<file path="config.mk">
export PLATFORM = sky130hd
export DESIGN_NAME = param_sync_fifo
export DESIGN_NICKNAME = d
export VERILOG_FILES = /design/src/rtl/fifo_pkg.sv /design/src/rtl/fifo_mem.sv /design/src/rtl/param_sync_fifo.sv
export SDC_FILE = /design/constraint.sdc
export NUM_CORES = 1
export LEC_CHECK = 0
export BUFFER_PORTS_ARGS = -buffer_cell sky130_fd_sc_hd__buf_2
export CORE_UTILIZATION = 60
export DETAILED_ROUTE_END_ITERATION = 10
export PLACE_DENSITY = 0.78
export SYNTH_ARGS = -nofsm -noshare
export SYNTH_HDL_FRONTEND = slang
export SYNTH_SLANG_ARGS = --single-unit
</file>
<file path="constraint.sdc">
create_clock -name clk -period 8.2 [get_ports clk]
set_clock_uncertainty 0.05 [all_clocks]
set_input_delay 0.41 -clock clk [delete_from_list [all_inputs] [get_ports clk]]
set_output_delay 0.41 -clock clk [all_outputs]
set_load 0.02 [all_outputs]
</file>
<file path="src/rtl/fifo_pkg.sv">
// Shared constants and helpers for the parameterised synchronous FIFO.
//   DEF_*      : default parameter values
//   ptr_width  : read/write pointer width for a given entry count
package fifo_pkg;

  localparam int unsigned DEF_DATA_WIDTH = 8;
  localparam int unsigned DEF_DEPTH      = 16;
  localparam int unsigned DEF_AEMPTY_TH  = 2;
  localparam int unsigned DEF_FWFT       = 0;

  // Pointer width; DEPTH is a power of two so pointers wrap naturally.
  function automatic int unsigned ptr_width(input int unsigned depth);
    return unsigned'($clog2(depth));
  endfunction

endpackage

</file>
<file path="src/rtl/fifo_mem.sv">
// FIFO storage: DATA_WIDTH x DEPTH register array, one synchronous write
// port and one asynchronous read port. Contents are never reset.
//   clk     : write clock
//   we_i    : write enable
//   waddr_i : write address
//   wdata_i : write data
//   raddr_i : read address
//   rdata_o : read data (combinational from raddr_i)
module fifo_mem
  import fifo_pkg::*;
#(
  parameter int unsigned DATA_WIDTH = DEF_DATA_WIDTH,
  parameter int unsigned DEPTH      = DEF_DEPTH
) (
  input  logic                        clk,
  input  logic                        we_i,
  input  logic [ptr_width(DEPTH)-1:0] waddr_i,
  input  logic [DATA_WIDTH-1:0]       wdata_i,
  input  logic [ptr_width(DEPTH)-1:0] raddr_i,
  output logic [DATA_WIDTH-1:0]       rdata_o
);

  logic [DATA_WIDTH-1:0] mem_q [DEPTH];

  always_ff @(posedge clk) begin
    if (we_i) begin
      mem_q[waddr_i] <= wdata_i;
    end
  end

  assign rdata_o = mem_q[raddr_i];

endmodule

</file>
<file path="src/rtl/param_sync_fifo.sv">
// Single-clock FIFO with fill count, almost-full/empty flags, sticky
// overflow/underflow, synchronous flush and selectable read mode
// (FWFT=0 registered read, FWFT=1 first-word-fall-through).
//   clk, rst       : clock, asynchronous active-high reset
//   flush          : synchronous clear of pointers, count and sticky flags
//   winc, wdata    : write request and data; wfull / walmost_full status
//   rinc, rdata    : read request and data; rempty / ralmost_empty status
//   count          : fill level 0..DEPTH
//   overflow       : sticky, write attempted while full
//   underflow      : sticky, read attempted while empty
module param_sync_fifo
  import fifo_pkg::*;
#(
  parameter int unsigned DATA_WIDTH = DEF_DATA_WIDTH,
  parameter int unsigned DEPTH      = DEF_DEPTH,
  parameter int unsigned AFULL_TH   = DEPTH - 2,
  parameter int unsigned AEMPTY_TH  = DEF_AEMPTY_TH,
  parameter int unsigned FWFT       = DEF_FWFT
) (
  input  logic                    clk,
  input  logic                    rst,
  input  logic                    flush,
  input  logic                    winc,
  input  logic [DATA_WIDTH-1:0]   wdata,
  output logic                    wfull,
  output logic                    walmost_full,
  input  logic                    rinc,
  output logic [DATA_WIDTH-1:0]   rdata,
  output logic                    rempty,
  output logic                    ralmost_empty,
  output logic [$clog2(DEPTH):0]  count,
  output logic                    overflow,
  output logic                    underflow
);

  localparam int unsigned PW = ptr_width(DEPTH);
  localparam int unsigned CW = PW + 1;

  logic [PW-1:0]         wptr_q, wptr_d;
  logic [PW-1:0]         rptr_q, rptr_d;
  logic [CW-1:0]         count_q, count_d;
  logic                  overflow_q, overflow_d;
  logic                  underflow_q, underflow_d;
  logic                  wr_en_c, rd_en_c;
  logic [DATA_WIDTH-1:0] mem_rdata_c;

  // Status flags depend only on the registered count.
  assign wfull         = (count_q == CW'(DEPTH));
  assign rempty        = (count_q == '0);
  assign walmost_full  = (count_q >= CW'(AFULL_TH));
  assign ralmost_empty = (count_q <= CW'(AEMPTY_TH));
  assign count         = count_q;
  assign overflow      = overflow_q;
  assign underflow     = underflow_q;

  // Next-state for pointers, count and sticky flags; flush wins over traffic.
  always_comb begin
    wptr_d      = wptr_q;
    rptr_d      = rptr_q;
    count_d     = count_q;
    overflow_d  = overflow_q;
    underflow_d = underflow_q;
    wr_en_c     = winc && !wfull && !flush;
    rd_en_c     = rinc && !rempty && !flush;

    if (flush) begin
      wptr_d      = '0;
      rptr_d      = '0;
      count_d     = '0;
      overflow_d  = 1'b0;
      underflow_d = 1'b0;
    end else begin
      if (wr_en_c) wptr_d = wptr_q + PW'(1);
      if (rd_en_c) rptr_d = rptr_q + PW'(1);
      case ({wr_en_c, rd_en_c})
        2'b10:   count_d = count_q + CW'(1);
        2'b01:   count_d = count_q - CW'(1);
        default: count_d = count_q;
      endcase
      if (winc && wfull)  overflow_d  = 1'b1;
      if (rinc && rempty) underflow_d = 1'b1;
    end
  end

  always_ff @(posedge clk or posedge rst) begin
    if (rst) begin
      wptr_q      <= '0;
      rptr_q      <= '0;
      count_q     <= '0;
      overflow_q  <= 1'b0;
      underflow_q <= 1'b0;
    end else begin
      wptr_q      <= wptr_d;
      rptr_q      <= rptr_d;
      count_q     <= count_d;
      overflow_q  <= overflow_d;
      underflow_q <= underflow_d;
    end
  end

  fifo_mem #(
    .DATA_WIDTH (DATA_WIDTH),
    .DEPTH      (DEPTH)
  ) u_mem (
    .clk     (clk),
    .we_i    (wr_en_c),
    .waddr_i (wptr_q),
    .wdata_i (wdata),
    .raddr_i (rptr_q),
    .rdata_o (mem_rdata_c)
  );

  // Read path: head entry straight from memory, or captured on each pop.
  if (FWFT != 0) begin : g_fwft
    assign rdata = mem_rdata_c;
  end else begin : g_reg
    logic [DATA_WIDTH-1:0] rdata_q;

    always_ff @(posedge clk or posedge rst) begin
      if (rst) begin
        rdata_q <= '0;
      end else if (rd_en_c) begin
        rdata_q <= mem_rdata_c;
      end
    end

    assign rdata = rdata_q;
  end

endmodule

</file>
==> reports/metrics.csv, run 1 <==
stage,metric,value,unit
cts,cts_sinks,151,
setup_path,critPathKind,reg -> reg,
logic_synthesis,ys_seq_area_frac,0.714,
setup_path,critPathLaunch,count[2],
cts,cts_tree,built,
floorplanning,floorplan.initialDensity,0.625,
power_and_ir_drop,p_leak,2.39,nW
floorplanning,dieWidth,104,um
power_and_ir_drop,ir_worst_vdd,0.000242,V
cells_and_area,nFillCells,592,
logic_synthesis,syn_inst,333,
timing,drv_slew,0,
routing,drt-pass1-iter-count,7,
job,maxCapViolations,0,
cts,ctsResizeCount,0,
setup_path,reg2reg_depth,10,
timing,fin_crit_sh,0.390,
timing,finalSetupTns,0,ns
floorplanning,fp.dieH,104,um
grt,antenna_found_initial,0,
grt,grt_pass1_wl,18500,um
cells_and_area,drive_gt1_frac,0.311,
setup_path,startpoint_type,register,
routing,drtIter0Drc,278,
cells_and_area,area_delta_synth_final,12.9,%
cells_and_area,final_nets,386,
routing,ant_nets,0,
timing,setup_violations,0,
routing,drt-total-wl,11800,um
cts,cts_buffer_depth,2,
timing,rsz0062_at_grt,false,
grt,gr-total-overflow,0,
grt,grt_pass1_vias,3229,
logic_synthesis,yosys_warnings,0,
floorplanning,rows,36,
logic_synthesis,ys_types,41,
logic_synthesis,synth.avg_cell_area,18.6,sq um
cts,cts_root_buf,clkbuf_8,
placed_design,dpl.hpwl,7210,um
cts,clkTransAtPathRegs,0.06,ns
cts,postCtsHoldBufs,0,
floorplanning,num_io_pins,32,
placed_design,dp_cells,480,
routing,drt-vias-per-instance,6.30,
placed_design,portBuffers,31,
setup_path,crit_arrival,3.54,ns
cts,htreeDepth,4,
cells_and_area,num_antenna_cells,0,
cts,clock_latency,0.52,ns
setup_path,endpoint_kind,register,
power_and_ir_drop,power_density,301,mW/mm^2
timing,final-hold-violation-count,0,
worst_hold_path,hold_path.class,in -> async,
grt,grt_util_all_layers,0.246,
grt,grt_max_degree,36,
timing,worst_slew_pin_slew,1.05,ns
floorplanning,core_area,0.00991,sq mm
floorplanning,dieArea,0.0107,sq mm
timing,maxSlewHeadroom,0.299,
logic_synthesis,syn_area,0.00619,sq mm
routing,drc,0,
setup_path,cp_max_fo,11,
cts,post-cts-setup-buffers,0,
logic_synthesis,synth-seq-cells,151,
logic_synthesis,syn_nets,353,
placed_design,globalplace.congestion,0.769,
cts,cts_buffers,17,
routing,dr_total_vias,3225,
cells_and_area,layout.cells.non_filler,512,
setup_path,rrSetupSlack,5.01,ns
routing,wl_per_cell,23.0,um
setup_path,r2r-end,count[4],
setup_path,worstPathRequired,8.55,ns
setup_path,timing.rr.start,count[2],
status,run_status,"complete, no violations",
timing,fmax,313,MHz
timing,period_minus_slack,3.19,ns
==> state kept, by name (all words and copies together), names as in the netlist <==
name         flops
u_mem.mem_q    128
rdata            8
count            5
rptr_q           4
wptr_q           4
overflow         1
underflow        1
==> synth_stat cells, drive strengths merged <==
master / number / area [sq um]
nand3b: 1 / 7.51
or3: 3 / 18.8
nor3b: 1 / 7.51
or4: 1 / 7.51
a21o: 1 / 7.51
dfrtp: 23 / 576
mux2: 8 / 90.1
a21boi: 1 / 7.51
and3: 5 / 31.3
nor3: 2 / 10.0
nor4: 3 / 18.8
mux4: 40 / 901
xnor2: 2 / 17.5
buf: 11 / 60.1
a21oi: 7 / 35.0
edfxtp: 128 / 3840
a2111oi: 1 / 8.76
nand4: 1 / 6.26
o2111a: 1 / 12.5
o41ai: 1 / 8.76
nand3: 5 / 25.0
o211ai: 1 / 7.51
nor2: 29 / 109
clkbuf: 9 / 33.8
nand2: 12 / 45.0
nor2b: 1 / 6.26
a31oi: 4 / 25.0
o2111ai: 1 / 8.76
a31o: 1 / 8.76
xor2: 7 / 61.3
inv: 4 / 15.0
o21ai: 7 / 38.8
ha: 7 / 87.6
mux2i: 2 / 32.5
and2: 2 / 13.8
==> power by group <==
group          switching [mW]  internal [mW]  leakage (nW)
registers              0.0451          0.879          1.45
clock network           0.293          0.418         0.261
logic                   0.254          0.214         0.680
total                   0.592           1.51          2.39
==> cell usage in the layout, fill, tap and decap left out, types with 2 or more instances in the layout <==
cell and n:
clkinv_2 4, nand3_1 5, nor4_1 3, o21ai_0 5
inv_6 2, buf_4 3, a31oi_1 4, inv_1 4
mux2_2 8, buf_2 31, clkbuf_16 16, xor2_1 7
a21oi_1 7, nor3_1 2, nand2_1 12, dfrtp_1 22
mux4_2 40, clkbuf_1 2, clkbuf_8 3, clkinvlp_4 4
edfxtp_1 128, or3_1 3, xnor2_1 2, and3_1 5
nor2_1 29, ha_1 7
==> worst max path at each step <==
stage               slack (ns)       end
floorplan                 5.10  count[4]
global placement          5.15  count[4]
detailed placement        5.04  count[4]
CTS                       5.02  count[4]
global route              4.84  count[4]
finish                    5.01  count[4]
==> routing by layer <==
metal / up-vias / share of wire / wire length, um / global-route usage
met1: 1666 / 0.42 / 4960 / 0.328
met2: 138 / 0.49 / 5780 / 0.372
met4: 0 / 0.026 / 312 / 0.127
met3: 27 / 0.063 / 744 / 0.0730
met5: - / 0 / 0 / 0
li1: 1394 / - / - / -
==> metrics by stage <==
stage / hold slack [ns] / power, mW / cell area (sq um) / utilization / setup WS (ns)
after CTS: 0.0460 / 2.11 / 6990 / 0.706 / 5.02
after global routing: 0.0719 / 2.19 / 6990 / 0.706 / 4.84
after detailed placement: 0.439 / 1.41 / 6440 / 0.650 / 5.04
after global placement: 0.422 / 1.39 / 6440 / 0.650 / 5.15
after floorplan: 0.362 / 1.30 / 6190 / - / 5.10
final: 0.0141 / 2.10 / 6990 / 0.706 / 5.01
==> final cells by class <==
cell class / count / area (sq um) / share of cell area
flip-flops and latches: 151 / 4420 / 0.632
multi-input cells: 158 / 1670 / 0.238
clock buffers: 21 / 449 / 0.0642
repair buffers: 34 / 178 / 0.0254
well taps: 133 / 166 / 0.0238
clock inverters: 11 / 97.6 / 0.0140
inverters: 4 / 15.0 / 0.00215
==> critical path: stages (launching register included) <==
cell and delay [ns]:
dfrtp_1 0.49, or4_1 0.68, o2111a_2 0.35, xor2_1 0.16
ha_1 0.23, or3_1 0.31, a21oi_1 0.24, mux2i_4 0.13
and2_2 0.21, o21ai_1 0.12, a21oi_1 0.07
==> kinds of logic (layout without fill, tap and decap cells) <==
family,after synthesis,after routing,synth area share
DFF,151,151,0.714
and+or+nand+nor,66,66,0.0495
muxes,50,50,0.165
AOI/OAI and AO/OA,26,26,0.0273
buffers and inverters,24,70,0.0176
xor gates and xnor gates,9,9,0.0127
adders and majority gates,7,7,0.0141
(Power assumes the default switching activity.)
==> inputs of run 2 (changes only) <==
--- a/config.mk
+++ b/config.mk
@@ -6,9 +6,9 @@
 export NUM_CORES = 1
 export LEC_CHECK = 0
 export BUFFER_PORTS_ARGS = -buffer_cell sky130_fd_sc_hd__buf_2
-export CORE_UTILIZATION = 60
+export CORE_UTILIZATION = 55
 export DETAILED_ROUTE_END_ITERATION = 10
-export PLACE_DENSITY = 0.78
+export PLACE_DENSITY = 0.76
 export SYNTH_ARGS = -nofsm -noshare
 export SYNTH_HDL_FRONTEND = slang
 export SYNTH_SLANG_ARGS = --single-unit
==> constraint.sdc (replaced) <==
create_clock -name clk -period 2.59 [get_ports clk]
set_clock_uncertainty 0.05 [all_clocks]
set_input_delay 0.1295 -clock clk [delete_from_list [all_inputs] [get_ports clk]]
set_output_delay 0.1295 -clock clk [all_outputs]
set_load 0.02 [all_outputs]
==> reports/metrics.csv, run 2 (synthesis gave the netlist of run 1 again) <==
stage,metric,value,unit,change
setup_path,startpoint_type,register,,
cells_and_area,final_nets,410,,+6.2%
cells_and_area,final_common_cell,edfxtp_1,,
timing,worst_slew_pin_slew,0.893,ns,-0.155 ns
worst_hold_path,hold_depth,4,,
timing,fin_crit_sh,1.03,,+0.637
grt,gr-total-overflow,0,,unchanged
cts,clkTransAtPathRegs,0.06,ns,about the same
routing,dr_total_vias,3339,,+3.5%
cts,clock_latency,0.52,ns,about the same
routing,drt-vias-per-instance,6.15,,-2.4%
power_and_ir_drop,finalPower,6.87,mW,+230%
routing,drc,0,,unchanged
placed_design,dpl.hpwl,7580,um,+5.2%
cts,cts_root_buf,clkbuf_8,,
cells_and_area,nFillCells,707,,+19%
timing,drv_slew,0,,unchanged
floorplanning,num_io_pins,32,,unchanged
power_and_ir_drop,power_density,943,mW/mm^2,+210%
floorplanning,rows,38,,+5.6%
grt,grt_pass1_wl,18800,um,+1.5%
setup_path,cp_slowest_cell,or4_4,,
setup_path,worstPathCellList,"or4_4, o2111a_2, xor2_1, ha_2, or3_1, a21oi_2, mux2i_4, and2_4, o21ai_1, a21oi_1",,
setup_path,critPathKind,reg -> reg,,
floorplanning,fp.dieH,108,um,+4.4%
cts,cts_buffers,17,,unchanged
placed_design,globalplace.congestion,0.862,,+12%
power_and_ir_drop,p_sw_frac,0.287,,+0.00527
power_and_ir_drop,power_frac_seq,0.419,,-0.021
cts,cts_sinks,151,,unchanged
power_and_ir_drop,p_leak,2.50,nW,+4.7%
status,run_status,finished with violations,,
setup_path,slowest_delay,0.53,ns,-0.15 ns
timing,maxSlewHeadroom,0.404,,+0.105
cells_and_area,regMostFlops,u_mem.mem_q,,
grt,grt_pass1_vias,3330,,+3.1%
setup_path,worstPathRequired,2.94,ns,-5.61 ns
power_and_ir_drop,comb_power_share,0.259,,+0.037
power_and_ir_drop,p_switching,1.97,mW,+230%
cells_and_area,multi_input_area,0.00173,sq mm,+3.7%
floorplanning,floorplan.initialDensity,0.569,,-0.0562
cts,cts_tree,built,,
setup_path,path_delay_family,simple AND/OR/NAND/NOR gates,,
power_and_ir_drop,ir_worst_vdd,0.00112,V,+360%
routing,drt-total-wl,12200,um,+3.6%
timing,fmax,376,MHz,+20%
cells_and_area,layout_common_cells,"edfxtp_1 (128), mux4_2 (40), buf_2 (31)",,
cells_and_area,num_antenna_cells,0,,unchanged
placed_design,portBuffers,31,,unchanged
setup_path,rrSetupSlack,-0.07,ns,-5.07 ns
timing,rsz0062_at_grt,true,,
timing,final-hold-violation-count,0,,unchanged
setup_path,endpoint_kind,register,,
grt,grt_util_all_layers,0.231,,-0.0146
worst_hold_path,hp-start,rinc,,
routing,drtIter0Drc,324,,+17%
routing,drt-pass1-iter-count,5,,-2
setup_path,cp_max_fo,5,,-6
cells_and_area,largest_register_ffs,128,,unchanged
cells_and_area,area_delta_synth_final,17.6,%,
grt,antenna_found_initial,0,,unchanged
cts,cts_buffer_depth,2,,unchanged
routing,wl_per_cell,22.5,um,-2.3%
timing,period_minus_slack,2.66,ns,-0.535 ns
timing,finalHoldWorstSlack,0.0526,ns,+0.0386 ns
timing,setup_ws,-0.0695,ns,-5.07 ns
cells_and_area,drive_gt1_frac,0.350,,+0.0385
worst_hold_path,hold_end,count[4],,
power_and_ir_drop,p_int,4.90,mW,+220%
placed_design,placedInstanceArea,0.00658,sq mm,+2.1%
setup_path,reg2reg_depth,10,,unchanged
setup_path,r2r-end,count[4],,
cells_and_area,final_core_util,0.669,,-0.0369
job,maxCapViolations,0,,unchanged
status,violations,setup timing,,
setup_path,crit_arrival,3.01,ns,-0.53 ns
placed_design,place_ws,-0.189,ns,-5.23 ns
floorplanning,core_area,0.0109,sq mm,+9.9%
setup_path,timing.rr.start,count[0],,
setup_path,crit_buf_inv,0,,unchanged
cells_and_area,seq_area,0.00442,sq mm,about the same
power_and_ir_drop,power_frac_clock,0.321,,-0.017
timing,setup_violations,1,,+1
cts,htreeDepth,4,,unchanged
floorplanning,dieWidth,108,um,+4.4%
cells_and_area,final_area,0.00728,sq mm,+4.1%
floorplanning,dieArea,0.0117,sq mm,+8.9%
routing,ant_nets,0,,unchanged
worst_hold_path,hold_path.class,in -> reg,,
grt,grt_max_degree,36,,unchanged
==> run 2: layer usage <==
metal,vias up,global-route usage,share of wire
li1,1442,-,-
met4,0,0.0841,0.021
met5,-,0,0
met1,1723,0.335,0.43
met2,155,0.340,0.48
met3,19,0.0627,0.069
==> run 2: final cells by class <==
| cell class | count | share of cell area |
|---|---|---|
| Sequential cell | 151 | 0.607 |
| Inverter | 4 | 0.00206 |
| Timing Repair Buffer | 58 | 0.0567 |
| Multi-Input combinational cell | 158 | 0.237 |
| Clock inverter | 11 | 0.0137 |
| Clock buffer | 21 | 0.0589 |
| Tap cell | 140 | 0.0241 |
==> run 2: how the worst max path moves through the flow <==
stage | depth (start not counted) | to | from
3_3_place_gp | 10 | count[4] | count[2]
5_1_grt | 10 | count[4] | count[0]
4_1_cts | 10 | count[4] | count[0]
2_1_floorplan | 12 | count[4] | count[2]
6_report | 10 | count[4] | count[0]
3_5_place_dp | 11 | count[4] | count[2]
==> run 2: worst min-delay path: cells and delay by family <==
kind                   cells  cell delay [ns]
AOI/OAI and AO/OA          1             0.06
buffers and inverters      1             0.22
and+or+nand+nor            2             0.16
==> run 2: stage by stage <==
stage / cells / TNS, ns
after floorplan: 333 / -0.424
after global placement: 499 / -0.0872
after detailed placement: 499 / -0.189
after CTS: 543 / -0.129
after global routing: 543 / -0.194
final: 543 / -0.0695
==> run 2: timing repair <==
| action | CTS | global route |
|---|---|---|
| buffers inserted | 0 | 0 |
| cloned | 0 | 0 |
| setup endpoints to repair | 1 | 81 |
| hold buffers | 12 | 0 |
| resized for setup | 2 | 11 |
| hold endpoints to repair | 160 | 0 |
| pin swaps | 8 | 3 |
==> run 2: power groups by stage <==
| stage | clock [mW] | combinational [mW] | sequential [mW] |
|---|---|---|---|
| detailed placement | 0 | 1.72 | 2.93 |
| global placement | 0 | 1.69 | 2.92 |
| global route | 2.32 | 1.93 | 2.90 |
| CTS | 2.23 | 1.76 | 2.88 |
| finish | 2.21 | 1.78 | 2.88 |
| floorplan | 0 | 1.11 | 3.03 |
